$ cat config.mk
export PLATFORM = sky130hd
export DESIGN_NAME = lobster_dbus_arbiter_flat
export DESIGN_NICKNAME = d
export VERILOG_FILES = /design/src/rtl/lobster_dbus_if.sv /design/src/rtl/lobster_dbus_arbiter.sv /design/src/flat_wrapper.sv
export SDC_FILE = /design/constraint.sdc
export NUM_CORES = 1
export LEC_CHECK = 0
export CAP_MARGIN = 15
export CORE_AREA = 2 2 186 188
export CTS_BUF_LIST = sky130_fd_sc_hd__clkbuf_8
export CTS_CLUSTER_SIZE = 8
export DETAILED_ROUTE_END_ITERATION = 6
export DIE_AREA = 0 0 188 190
export SKIP_LAST_GASP = 1
export SYNTH_ARGS = -nofsm -noshare
export SYNTH_HDL_FRONTEND = slang
export SYNTH_SLANG_ARGS = --single-unit
$ cat constraint.sdc
create_clock -name clk -period 1.85 [get_ports clk]
set_input_delay 0.2775 -clock clk [delete_from_list [all_inputs] [get_ports clk]]
set_output_delay 0.2775 -clock clk [all_outputs]
set_load 0.005 [all_outputs]
$ cat src/rtl/lobster_dbus_if.sv
// Bus bundle between the lobster CPU requesters (fetch F, load/store D),
// the shared-port arbiter and the single SRAM port.
// The slave modport is the arbiter's view; the master modport is the
// view of whatever drives the requests and models the SRAM.
interface lobster_dbus_if #(
   parameter int ADDR_WIDTH = 36
);
   // fetch requester
   logic                  f_req;
   logic [ADDR_WIDTH-1:0] f_addr;
   logic                  f_ack;
   logic [63:0]           f_rdata;
   logic                  f_err;

   // load/store requester
   logic                  d_req;
   logic                  d_we;
   logic [ADDR_WIDTH-1:0] d_addr;
   logic [63:0]           d_wdata;
   logic                  d_ack;
   logic [63:0]           d_rdata;
   logic                  d_err;

   // SRAM port
   logic                  mem_ce;
   logic                  mem_we;
   logic [ADDR_WIDTH-1:0] mem_addr_in;
   logic [ADDR_WIDTH-1:0] mem_addr_out;
   logic [63:0]           mem_data_out;
   logic [63:0]           mem_data_in;
   logic                  mem_rdy;

   // status
   logic                  busy;

   modport slave (
      input  f_req, f_addr,
      output f_ack, f_rdata, f_err,
      input  d_req, d_we, d_addr, d_wdata,
      output d_ack, d_rdata, d_err,
      output mem_ce, mem_we, mem_addr_in, mem_addr_out, mem_data_out,
      input  mem_data_in, mem_rdy,
      output busy
   );

   modport master (
      output f_req, f_addr,
      input  f_ack, f_rdata, f_err,
      output d_req, d_we, d_addr, d_wdata,
      input  d_ack, d_rdata, d_err,
      input  mem_ce, mem_we, mem_addr_in, mem_addr_out, mem_data_out,
      output mem_data_in, mem_rdy,
      input  busy
   );
endinterface

$ cat src/rtl/lobster_dbus_arbiter.sv
// Shares the single SRAM port between the fetch (F) and load/store (D)
// requesters. Round-robin between the two, one transaction in flight at a
// time, and a BUSY-cycle timeout that completes the transaction with an
// error rather than stalling the pipeline forever.
module lobster_dbus_arbiter #(
   parameter int ADDR_WIDTH = 36,
   parameter int TIMEOUT    = 255
) (
   input  logic          clk,
   input  logic          rst,
   lobster_dbus_if.slave bus
);

   // Counter only has to reach TIMEOUT-1; it is cleared on every grant.
   localparam int               CNT_W    = $clog2(TIMEOUT + 1);
   localparam logic [CNT_W-1:0] CNT_LAST = CNT_W'(TIMEOUT - 1);

   typedef enum logic {IDLE, BUSY}   state_t;
   typedef enum logic {OWN_F, OWN_D} owner_t;

   state_t                state;
   owner_t                owner;
   owner_t                last_grant;
   owner_t                grant_sel;
   logic                  any_req;
   logic [CNT_W-1:0]      cnt;
   logic                  cmd_we;

   logic                  f_ack_r;
   logic [63:0]           f_rdata_r;
   logic                  f_err_r;
   logic                  d_ack_r;
   logic [63:0]           d_rdata_r;
   logic                  d_err_r;
   logic                  mem_ce_r;
   logic                  mem_we_r;
   logic [ADDR_WIDTH-1:0] mem_addr_r;
   logic [63:0]           mem_wdata_r;
   logic                  busy_r;

   // Arbitration: a lone request wins outright; on a tie the requester that
   // was not granted last time wins.
   always_comb begin
      any_req   = bus.f_req | bus.d_req;
      grant_sel = OWN_F;
      if (bus.f_req && bus.d_req) begin
         grant_sel = (last_grant == OWN_D) ? OWN_F : OWN_D;
      end else if (bus.d_req) begin
         grant_sel = OWN_D;
      end
   end

   // Transaction FSM; every output is a register so the SRAM and the
   // pipeline see glitch-free, cycle-aligned strobes.
   always_ff @(posedge clk) begin
      if (rst) begin
         state       <= IDLE;
         owner       <= OWN_F;
         last_grant  <= OWN_D;
         cnt         <= '0;
         cmd_we      <= 1'b0;
         f_ack_r     <= 1'b0;
         f_rdata_r   <= '0;
         f_err_r     <= 1'b0;
         d_ack_r     <= 1'b0;
         d_rdata_r   <= '0;
         d_err_r     <= 1'b0;
         mem_ce_r    <= 1'b0;
         mem_we_r    <= 1'b0;
         mem_addr_r  <= '0;
         mem_wdata_r <= '0;
         busy_r      <= 1'b0;
      end else begin
         // acks are single-cycle pulses; data/err only meaningful with them
         f_ack_r   <= 1'b0;
         f_rdata_r <= '0;
         f_err_r   <= 1'b0;
         d_ack_r   <= 1'b0;
         d_rdata_r <= '0;
         d_err_r   <= 1'b0;

         case (state)
            IDLE: begin
               if (any_req) begin
                  owner      <= grant_sel;
                  last_grant <= grant_sel;
                  cnt        <= '0;
                  mem_ce_r   <= 1'b1;
                  busy_r     <= 1'b1;
                  state      <= BUSY;
                  if (grant_sel == OWN_D) begin
                     cmd_we      <= bus.d_we;
                     mem_we_r    <= bus.d_we;
                     mem_addr_r  <= bus.d_addr;
                     mem_wdata_r <= bus.d_wdata;
                  end else begin
                     // fetches are always reads
                     cmd_we      <= 1'b0;
                     mem_we_r    <= 1'b0;
                     mem_addr_r  <= bus.f_addr;
                     mem_wdata_r <= '0;
                  end
               end
            end

            BUSY: begin
               // mem_rdy wins over a timeout landing in the same cycle
               if (bus.mem_rdy || (cnt == CNT_LAST)) begin
                  mem_ce_r <= 1'b0;
                  mem_we_r <= 1'b0;
                  busy_r   <= 1'b0;
                  state    <= IDLE;
                  if (owner == OWN_F) begin
                     f_ack_r   <= 1'b1;
                     f_err_r   <= ~bus.mem_rdy;
                     f_rdata_r <= bus.mem_rdy ? bus.mem_data_in : 64'd0;
                  end else begin
                     d_ack_r   <= 1'b1;
                     d_err_r   <= ~bus.mem_rdy;
                     d_rdata_r <= (bus.mem_rdy && !cmd_we) ? bus.mem_data_in : 64'd0;
                  end
               end else begin
                  cnt <= cnt + 1'b1;
               end
            end

            default: state <= IDLE;
         endcase
      end
   end

   assign bus.f_ack        = f_ack_r;
   assign bus.f_rdata      = f_rdata_r;
   assign bus.f_err        = f_err_r;
   assign bus.d_ack        = d_ack_r;
   assign bus.d_rdata      = d_rdata_r;
   assign bus.d_err        = d_err_r;
   assign bus.mem_ce       = mem_ce_r;
   assign bus.mem_we       = mem_we_r;
   assign bus.mem_addr_in  = mem_addr_r;
   assign bus.mem_addr_out = mem_addr_r;
   assign bus.mem_data_out = mem_wdata_r;
   assign bus.busy         = busy_r;

endmodule

$ cat src/flat_wrapper.sv
// flat-port wrapper written by rule: the top's interface ports become plain ports
module lobster_dbus_arbiter_flat 
#(
   parameter int ADDR_WIDTH = 36,
   parameter int TIMEOUT    = 255
)
  (clk, rst, bus_f_req, bus_f_addr, bus_f_ack, bus_f_rdata, bus_f_err, bus_d_req, bus_d_we, bus_d_addr, bus_d_wdata, bus_d_ack, bus_d_rdata, bus_d_err, bus_mem_ce, bus_mem_we, bus_mem_addr_in, bus_mem_addr_out, bus_mem_data_out, bus_mem_data_in, bus_mem_rdy, bus_busy);
  lobster_dbus_if #(.ADDR_WIDTH(ADDR_WIDTH)) bus_i ();
  input  logic clk;
  input  logic rst;
  input wire logic [$bits(bus_i.f_req)-1:0] bus_f_req;
  input wire logic [$bits(bus_i.f_addr)-1:0] bus_f_addr;
  output wire logic [$bits(bus_i.f_ack)-1:0] bus_f_ack;
  output wire logic [$bits(bus_i.f_rdata)-1:0] bus_f_rdata;
  output wire logic [$bits(bus_i.f_err)-1:0] bus_f_err;
  input wire logic [$bits(bus_i.d_req)-1:0] bus_d_req;
  input wire logic [$bits(bus_i.d_we)-1:0] bus_d_we;
  input wire logic [$bits(bus_i.d_addr)-1:0] bus_d_addr;
  input wire logic [$bits(bus_i.d_wdata)-1:0] bus_d_wdata;
  output wire logic [$bits(bus_i.d_ack)-1:0] bus_d_ack;
  output wire logic [$bits(bus_i.d_rdata)-1:0] bus_d_rdata;
  output wire logic [$bits(bus_i.d_err)-1:0] bus_d_err;
  output wire logic [$bits(bus_i.mem_ce)-1:0] bus_mem_ce;
  output wire logic [$bits(bus_i.mem_we)-1:0] bus_mem_we;
  output wire logic [$bits(bus_i.mem_addr_in)-1:0] bus_mem_addr_in;
  output wire logic [$bits(bus_i.mem_addr_out)-1:0] bus_mem_addr_out;
  output wire logic [$bits(bus_i.mem_data_out)-1:0] bus_mem_data_out;
  input wire logic [$bits(bus_i.mem_data_in)-1:0] bus_mem_data_in;
  input wire logic [$bits(bus_i.mem_rdy)-1:0] bus_mem_rdy;
  output wire logic [$bits(bus_i.busy)-1:0] bus_busy;
  assign bus_i.f_req = bus_f_req;
  assign bus_i.f_addr = bus_f_addr;
  assign bus_f_ack = bus_i.f_ack;
  assign bus_f_rdata = bus_i.f_rdata;
  assign bus_f_err = bus_i.f_err;
  assign bus_i.d_req = bus_d_req;
  assign bus_i.d_we = bus_d_we;
  assign bus_i.d_addr = bus_d_addr;
  assign bus_i.d_wdata = bus_d_wdata;
  assign bus_d_ack = bus_i.d_ack;
  assign bus_d_rdata = bus_i.d_rdata;
  assign bus_d_err = bus_i.d_err;
  assign bus_mem_ce = bus_i.mem_ce;
  assign bus_mem_we = bus_i.mem_we;
  assign bus_mem_addr_in = bus_i.mem_addr_in;
  assign bus_mem_addr_out = bus_i.mem_addr_out;
  assign bus_mem_data_out = bus_i.mem_data_out;
  assign bus_i.mem_data_in = bus_mem_data_in;
  assign bus_i.mem_rdy = bus_mem_rdy;
  assign bus_busy = bus_i.busy;
  lobster_dbus_arbiter #(.ADDR_WIDTH(ADDR_WIDTH), .TIMEOUT(TIMEOUT)) u_core (.clk(clk), .rst(rst), .bus(bus_i));
endmodule
Word-level counts from Yosys, hierarchy flattened
Index checks and enable logic that the tools add are counted.
{ "word_totals": {"ff_bits": 246, "latchBits": 0, "mem_bits_rw": 0, "mem_bits_ro": 0, "output_inout_bits": 271, "wordCells": 57, "mem_count": 0} }
{ "op_classes": {"n_addsub": 1, "multipliers": 0, "div_mod_pow": 0, "order_cmp": 0, "n_eq_ne": 4, "n_shift": 0, "n_mux": 19, "n_bitwise": 6, "reduce_logical": 12} }
{ "op_table": {"columns": ["cell", "count"], "rows": [
  ["$mux W64", 1],
  ["$mux W36", 1],
  ["$mux W8", 2],
  ["$pmux W8 S2", 1],
  ["$mux W1", 11],
  ["$reduce_or A5 Y1", 2],
  ["$add A8 B1 Y8 const B", 1],
  ["$eq A8 B8 Y1 const B", 1],
  ["$reduce_or A4 Y1", 2],
  ["$pmux W1 S2", 3],
  ["$reduce_and A2 Y1", 3],
  ["$not A1 Y1", 5],
  ["$ne A2 B2 Y1 const B", 2],
  ["$reduce_or A3 Y1", 1],
  ["$logic_and A1 B1 Y1", 2],
  ["$ne A2 B1 Y1 const B", 1],
  ["$logic_not A1 Y1", 1],
  ["$logic_or A1 B1 Y1", 1],
  ["$or A1 B1 Y1", 1]
]} }

Logic depth before layout (Yosys ltp)
{ "depth": {"word_depth": 5, "ltp_mapped": 8, "depth_no_buf": 6} }

Worst setup path before layout
Ideal clock, no wire load.
{ "synth_path": {"path_kind": "reg2reg", "startpoint": "reg u_core.cnt[0]", "endpoint": "reg u_core.cnt[2]", "setup_time_ns": 0.120, "arrival_time_ns": 1.616, "slack_ns": 0.114, "path_stages_with_launch": 8, "synth_period_minus_slack_ns": 1.736, "cell_sequence": "dfxtp_1 inv_1 ha_1 and3_1 clkbuf_1 a21o_1 and3_1 o31a_1"} }
{ "synth_between": {"elab_chain_len": 4} }
{ "synth_rtl": {"columns": ["item", "line_no", "rtl"], "rows": [
  ["start, declared", "lobster_dbus_arbiter.sv:26", "logic [CNT_W-1:0] cnt;"],
  ["start signal, assigned", "lobster_dbus_arbiter.sv:123", "cnt <= cnt + 1'b1;"],
  ["branches (longest 4 deep; another with $add A8 B1 Y8)", null, null]
]} }
Parallel ways; which one is timed is not known. The select of a mux whose other input is x is not followed.
A chain may end at the register's enable or synchronous reset.

Worst setup path after layout
{ "layout_path": {"startpoint": "reg u_core.mem_addr_r[34] (netlist: u_core.bus.mem_addr_in[34])", "endpoint": "out bus_mem_addr_out[34]"} }
{ "layout_lines": {"columns": ["item", "line_no", "rtl"], "rows": [
  ["start, declared", "lobster_dbus_arbiter.sv:37", "logic [ADDR_WIDTH-1:0] mem_addr_r;"],
  ["start signal, assigned", "lobster_dbus_arbiter.sv:94", "mem_addr_r <= bus.d_addr;"],
  ["start signal, assigned", "lobster_dbus_arbiter.sv:100", "mem_addr_r <= bus.f_addr;"],
  ["end, declared", "flat_wrapper.sv:26", "output wire logic [$bits(bus_i.mem_addr_out)-1:0] bus_mem_addr_out;"]
]} }
No word-level cell between the ends.

==> results.md <==
Status:
- The run finished with clean final reports.

Synthesis:
- In this run, synthesis inferred 0 flip-flops with an integrated enable.
- In this run the biggest area consumer among cell types represents 60.1% of the synthesized area.
- The Yosys warning count is 0.
- The most repeated cell in the gate-level netlist after synthesis is dfxtp_1.
- The total nets after synthesis is 978.
- Ranked by instance count, the synthesized netlist is headed by 246 x dfxtp_1, 129 x and2_1, 108 x nor2_1.
- In the synthesized netlist the async set-or-reset flop fraction comes to 0%.
- The mapped netlist covers 8190 µm².
- By area the synthesized netlist is led by dfxtp_1 60%, and2_1 9.9%, a22oi_1 5.9%.
- The number of different library cells used by synthesis comes to 41.
- Synthesis handed over a netlist of 770 instances.
- The number of flip-flops and latches in the synthesized netlist is 246.
- Sequential cells were found to cover 60.1% of the synthesized design area.
- The leading register cell type out of synthesis is dfxtp_1.
- dfxtp_1 takes more of the synthesized area than any other cell.
- The average footprint of a synthesized cell is around 11 µm².

Worst setup path:
- STA puts the critical path data arrival time at 1.51 ns.
- The critical path goes through clkdlybuf4s50_1.
- The timing startpoint of the critical path is u_core.bus.mem_addr_in[34].
- The capturing element type of the critical path is an output port.
- On the critical path, the stage with the largest delay is an instance of clkdlybuf4s50_1.
- The startpoint identified for the worst register-to-register timing path is u_core.cnt[1].
- The count of buffer and inverter cells on the critical path is 1.
- Across all register-to-register paths, the minimum setup slack is around 0.14 ns.
- Of all nets on the critical path, the largest fanout is 3.
- The kind of cell adding the most delay to the critical path is buffers and inverters.
- The critical path is of the register to output port type.
- Counting cells, the worst reg-to-reg path comes to 5.
- The required time of the critical path is 1.57 ns.
- The capture point of the worst reg-to-reg path is u_core.cnt[7].
- The type of element launching the critical path is a register.
- The largest single stage delay on the critical path is 0.55 ns.

Layout:
- The count of fill cells added during filler insertion is 3264.
- The utilization of the core after routing is 42.1%.
- Summing all multi-input logic gate instances after layout gives 2750 µm².
- The layout net count is 1433.
- For this run, the number of standard cells in the final layout without fillers is 1716.
- Of the cells placed in the final design, the portion with a size suffix greater than 1 is 8.43%.
- The area added between synthesis and finish is 74.4%.
- Summing all flip-flop and latch instances after layout gives 4930 µm².

Detailed routing:
- The first routing iteration left 286 violations.
- The DRC violations left is 0.
- The number of search-and-repair iterations in the first detailed-routing pass is 5.
- The post-detailed-route count of antenna-violating nets is 0.
- After detailed routing, the average wire length per cell comes to 17.9 µm.
- After detailed routing, the number of vias per cell comes to around 4.2.
- For this block, the via count after detailed routing is 7195.
- The total wirelength of the detailed-routed design is 30.7 mm.

Power and ir drop:
- The peak supply drop is 0.567 mV.
- The power density over the cells is 905 nW/µm².
- The total leakage power is between 5 and 6 nW.

Timing:
- For this run, the top clock speed supported by timing is approximately 560 MHz.
- The fraction of the cycle the final worst path needs is a little over nine tenths.
- The final setup violation count is 0.
- The worst-case headroom to the max-slew limit is between 60% and 70%.
- The hold slack is about 0.27 ns.
- The worst-case setup margin in the final layout is 0.0674 ns.
- The post-route clock skew is 0.0222 ns.
- The final number of max-transition violations is 0.
- For the pin with the worst max-slew slack, the measured transition is 0.585 ns.
- Setup repair after global routing left no endpoint under its margin.
- The number of failing hold endpoints at the final stage is 0.
- The post-route minimum period is 1.78 ns.

Floorplan:
- In this run the standard cell core region covers 33900 µm².
- In this run the count of I/O pins placed on the die edge is roughly 480.
- The initial utilization of the core area, before any placement, comes to 24.1%.
- Measured along the x axis, the die boundary spans 188 µm.
- Measured along the y axis, the die boundary spans 190 µm.
- The cell row count is 68.
- The die area is 35700 µm².

Global route:
- The pin count of the biggest net entering global routing is 65.
- The number of global-route vias before repair is ~7.3k.
- The initial antenna violation count is 4.
- After global routing the overflow that remains totals 0.
- Global routing used 16.6% of the available tracks.
- The wire length of the first global-routing pass is 45.1 mm.

Clock tree:
- In this run the post-CTS setup repair buffer count came out at 0.
- For this design, the sink count on the clock tree is 246.
- The clock root buffer is clkbuf_8.
- The clock passes through at most 3 buffers.
- TritonCTS created 44 clock buffers.
- The clock slew at the register clock pins of the worst setup and hold paths is 0.06 ns.
- The clock reaches the later pin of the worst-skew pair after about 0.6 ns.
- TritonCTS built the clock tree.
- The total number of H-tree levels is 2.

Place:
- The HPWL after detailed placement is 22.6 mm.
- The number of instances in the placed design is 1633.
- OpenSTA, run right after detailed placement, puts the worst setup slack at -0.0627 ns.
- During placement, the flow inserted port buffers numbering 476.
- Routability-driven placement finished with a final weighted congestion of between 0.7 and 0.8.

Hold path:
- The worst hold path belongs to the class primary input to register.
- The path with the worst hold slack has its endpoint at u_core.bus.d_rdata[31].
- The hold-critical path depth is 2.
- In this run the most critical hold path is launched from bus_mem_data_in[31].

Job:
- The tool flagged a number of max-cap violations equal to 0.
[cell type report]
| class | count | share of cell area (%) |
|---|---|---|
| Antenna cell | 3 | 0.0526 |
| Clock buffer | 54 | 5.21 |
| Clock inverter | 25 | 1.55 |
| Inverter | 4 | 0.105 |
| Multi-Input combinational cell | 430 | 19.3 |
| Sequential cell | 246 | 34.5 |
| Tap cell | 455 | 3.99 |
| Timing Repair Buffer | 499 | 35.3 |
[how the worst max path moves through the flow]
stage / slack (ns) / cells after the start / to
floorplan: 0.11 / 7 / u_core.cnt[2]
global placement: -0.01 / 5 / u_core.bus.mem_addr_in[1]
detailed placement: -0.06 / 6 / u_core.bus.mem_addr_in[21]
CTS: 0.0002 / 1 / bus_mem_data_out[35]
global route: 0.002 / 1 / bus_mem_addr_in[17]
finish: 0.07 / 1 / bus_mem_addr_out[34]
[routing by layer]
metal	track usage, %	vias to the layer above	routed length (µm)
met4	5.24	2	743
met2	27.9	371	14500
li1	-	3487	-
met5	0	-	12
met3	8.10	51	3370
met1	18.5	3284	12100
[through the flow]
| step | cell area, µm² | TNS (ns) | total power, mW |
|---|---|---|---|
| floorplan | 8190 | 0 | 6.36 |
| global placement | 13300 | -0.0185 | 7.50 |
| detailed placement | 13300 | -0.776 | 7.52 |
| CTS | 14300 | 0 | 13.2 |
| global route | 14300 | 0 | 13.5 |
| finish | 14300 | 0 | 12.9 |
[where the power goes]
part           switching, mW  internal (mW)
logic                  0.651           1.07
clock network           2.36           3.21
registers              0.131           5.51
total                   3.14           9.79
[registers in the layout (all words and copies together) (netlist names)]
signal,flops
u_core.owner,1
u_core.bus.f_ack,1
u_core.bus.busy,1
u_core.bus.mem_we,1
u_core.bus.d_ack,1
u_core.bus.f_rdata,64
u_core.bus.mem_addr_in,36
u_core.bus.f_err,1
u_core.state,1
u_core.bus.d_rdata,64
u_core.cmd_we,1
u_core.last_grant,1
u_core.cnt,8
u_core.bus.mem_data_out,64
u_core.bus.d_err,1
[timing repair]
| action | 4_1_cts | 5_1_grt |
|---|---|---|
| hold buffers | 1 | 0 |
| endpoints found under the setup margin | 31 | 5 |
| resized for setup | 28 | 5 |
| hold endpoints to repair | 1 | 0 |
| gates cloned | 0 | 0 |
[kinds of logic (layout without fill, tap and decap cells)]
kind of cell / after synthesis / after routing / share of synthesized area [%]
flip-flops: 246 / 246 / 60.1
other: 0 / 3 / 0
XOR/XNOR: 2 / 2 / 0.214
AND/OR/NAND/NOR: 267 / 267 / 16.9
buffers and inverters: 94 / 582 / 6.75
multiplexers: 37 / 37 / 4.54
adder cells (fa/ha/maj): 2 / 2 / 0.306
AO/OA/AOI/OAI: 122 / 122 / 11.1
[placed cells by master, fill, tap and decap left out, types with 2 or more instances in the layout]
cell / netlist / routed
and4_1: 2 / 2
diode_2: 0 / 3
buf_4: 40 / 13
a21oi_1: 7 / 7
and2_1: 129 / 128
a211oi_1: 37 / 37
ha_1: 2 / 2
bufinv_16: 0 / 4
a22oi_1: 64 / 64
nor3b_1: 2 / 2
nand2_1: 8 / 8
clkbuf_8: 0 / 54
inv_1: 4 / 16
dfxtp_1: 246 / 240
a31oi_1: 2 / 2
dfxtp_2: 0 / 6
nor3_1: 3 / 3
mux2i_1: 36 / 36
inv_6: 0 / 3
and3_1: 4 / 4
dlymetal6s2s_1: 0 / 2
dlygate4sd2_1: 0 / 24
buf_12: 0 / 10
xnor2_1: 2 / 2
clkdlybuf4s50_1: 0 / 449
a22o_1: 2 / 2
nand3_1: 4 / 4
nor2_4: 0 / 2
clkinv_2: 0 / 6
nor2_1: 108 / 106
No activity file was read; power rests on OpenSTA's default activity.
==> edit: new RTL, same flow settings <==
Reset style: asynchronous (`rst`), changed in one clocked block.
--- a/src/rtl/lobster_dbus_arbiter.sv
+++ b/src/rtl/lobster_dbus_arbiter.sv
@@ -53,5 +53,5 @@
    // Transaction FSM; every output is a register so the SRAM and the
    // pipeline see glitch-free, cycle-aligned strobes.
-   always_ff @(posedge clk) begin
+   always_ff @(posedge clk or posedge rst) begin
       if (rst) begin
          state       <= IDLE;
Function: differs if rst is asserted again (counterexample within 4 cycles, from zero or initial values and one cycle with rst high); with rst held inactive, the same outputs for 4 cycles.
==> edit against the unedited design <==
Utilization grew 2.6 points. Non-clock buffer count up 8. Wire length fell by 8.3%. Global-route usage decreased by 1.1 points. Sequential cell count is the same. Clock skew up 0.013 ns. Area after synthesis is 11% higher. Final area increased by 6.2%. Worst setup slack worse by 0.0071 ns. First-iteration DRC count fell by 27%. Critical path type unchanged. Largest cell class is now sequential cells.
Power is not compared: it rests on default switching activity, and its combinational part moved more than twofold at a synthesized area within 25%.
==> edit: results (changes against the unedited design) <==
run status completed (unchanged); end of the worst register-to-register path u_core.cnt[4] (was u_core.cnt[7]); Metal-1 WL 10900 um (was 12100 um); post-synthesis sequential area ratio 67.9% (was 60.1%); placed cell areas 0.0143 sq mm (was 0.0133 sq mm); First DRT Iteration DRCs 210 (was 286); top sig layer met4 (was met5); proportion of synthesized area in mux cells 4.21% (was 4.54%); wire length per cell 17.1 um (was 17.9 um); worst setup margin 0.0603 ns (was 0.0674 ns); reg2reg start u_core.cnt[0] (was u_core.cnt[1]); CTS buffer count 43 (was 44); DR WL met2 13500 um (was 14500 um); antenna violations before repair 1 (was 4); fillers 3105 (was 3264); slowest stage delay, CP 0.52 ns (was 0.55 ns); Clock Latency Late Sink 0.57 ns (was 0.59 ns); Syn Area/Cell 13.2 sq um (was 10.6 sq um); Synth Area in XOR/XNOR 0.0966% (was 0.214%); crit path launch u_core.bus.mem_ce (was u_core.bus.mem_addr_in[34]); worst reg2reg path depth 6 (was 5); vias in the first global route 7386 (was 7344); met3 wire len 3010 um (was 3370 um); dpl ws 0.0633 ns (was -0.0627 ns); worst setup path endpoint bus_busy (was bus_mem_addr_out[34]); Total GRT Usage 15.5% (was 16.6%); ys async rst share 100% (was 0%); Hold Path Class in -> async (was in -> reg); non-filler cells in the finished layout 1647 (was 1716); port bufs 476 (unchanged); Max-slew headroom 71.2% (was 61.0%); Critical Path AT 1.51 ns (about the same); clk_skew 0.0348 ns (was 0.0222 ns); adder-cell share of the synthesized area 0.276% (was 0.306%); HPWL after DPL 20500 um (was 22600 um); syn nets 894 (was 978); Area contributors post-synth dfrtp_1 68%, and2_1 8.8%, a22o_1 6.3% (was dfxtp_1 60%, and2_1 9.9%, a22oi_1 5.9%); final core utilization 44.7% (was 42.1%); most frequent cells after synthesis 245 x dfrtp_1, 128 x and2_1, 65 x a22o_1 (was 246 x dfxtp_1, 129 x and2_1, 108 x nor2_1); DR vias/cell 4.23 (was 4.19); largest net degree at the start of global routing 71 (was 65); compound-cell area share of the yosys netlist 9.70% (was 11.1%); First-pass DRT Iterations 4 (was 5); synth unique cells 33 (was 41); Peak supply drop about 0.65 mV; RD Place Congestion 0.792 (was 0.764); post-layout net count 1368 (was 1433); layout cells sized above 1 8.65% (was 8.43%); first-pass GRT wire length 43300 um (was 45100 um); Lkg Pwr 0.00681 uW; R2R Setup Slk 0.18 ns (was 0.14 ns); hold_ws 0.112 ns (was 0.268 ns)
[edit: cell types whose count changed in the layout (fill, tap and decap cells not counted), moves of 7 or more]
cell / change
dfxtp_1: -240
a22o_1: +63
buf_4: +7
a22oi_1: -64
o21ai_0: +42
dlygate4sd2_1: -21
dfrtp_1: +244
nor2_1: -99
nand2_1: +33
clkdlybuf4s50_1: +24
a211oi_1: -37
[edit: per-layer routing]
metal,track usage [%],vias up
met3,7.08,45
li1,-,3227
met4,5.75,0
met1,17.8,3370
met2,25.5,327
met5,0,-
[edit: cells by family (layout without fill, tap and decap cells)]
group	after synthesis	after routing
buffers and inverters	83	588
AO/OA/AOI/OAI	119	119
XOR/XNOR	1	1
flip-flops	246	246
adder cells (fa/ha/maj)	2	2
other	0	1
AND/OR/NAND/NOR	197	197
multiplexers	38	38
[edit: power groups by stage]
stage,logic (uW),clock network (uW),registers (uW)
2_1_floorplan,1960,0,7230
3_3_place_gp,5420,0,7240
3_5_place_dp,5480,0,7240
4_1_cts,5480,5100,7180
5_1_grt,5800,5340,7300
6_report,5370,4900,7160
[edit: worst reg2reg max path, stage by stage (launching register included)]
cell     delay [ns]
dfrtp_1        0.37
inv_1          0.06
ha_1           0.14
nand3_1        0.15
o21ai_4        0.40
nor3_1         0.10
a311o_1        0.32
[edit: cell type report]
| type | count | area share [%] |
|---|---|---|
| diodes | 1 | 0.0165 |
| clock buffers | 51 | 4.63 |
| clock inverters | 25 | 0.973 |
| inverters | 5 | 0.148 |
| multi-input cells | 357 | 16.1 |
| flip-flops and latches | 246 | 40.6 |
| well taps | 455 | 3.75 |
| repair buffers | 507 | 33.8 |
[edit: timing repair]
item	in CTS	in global routing
buffers inserted	1	0
gates resized for setup	4	0
setup endpoints to repair	5	0
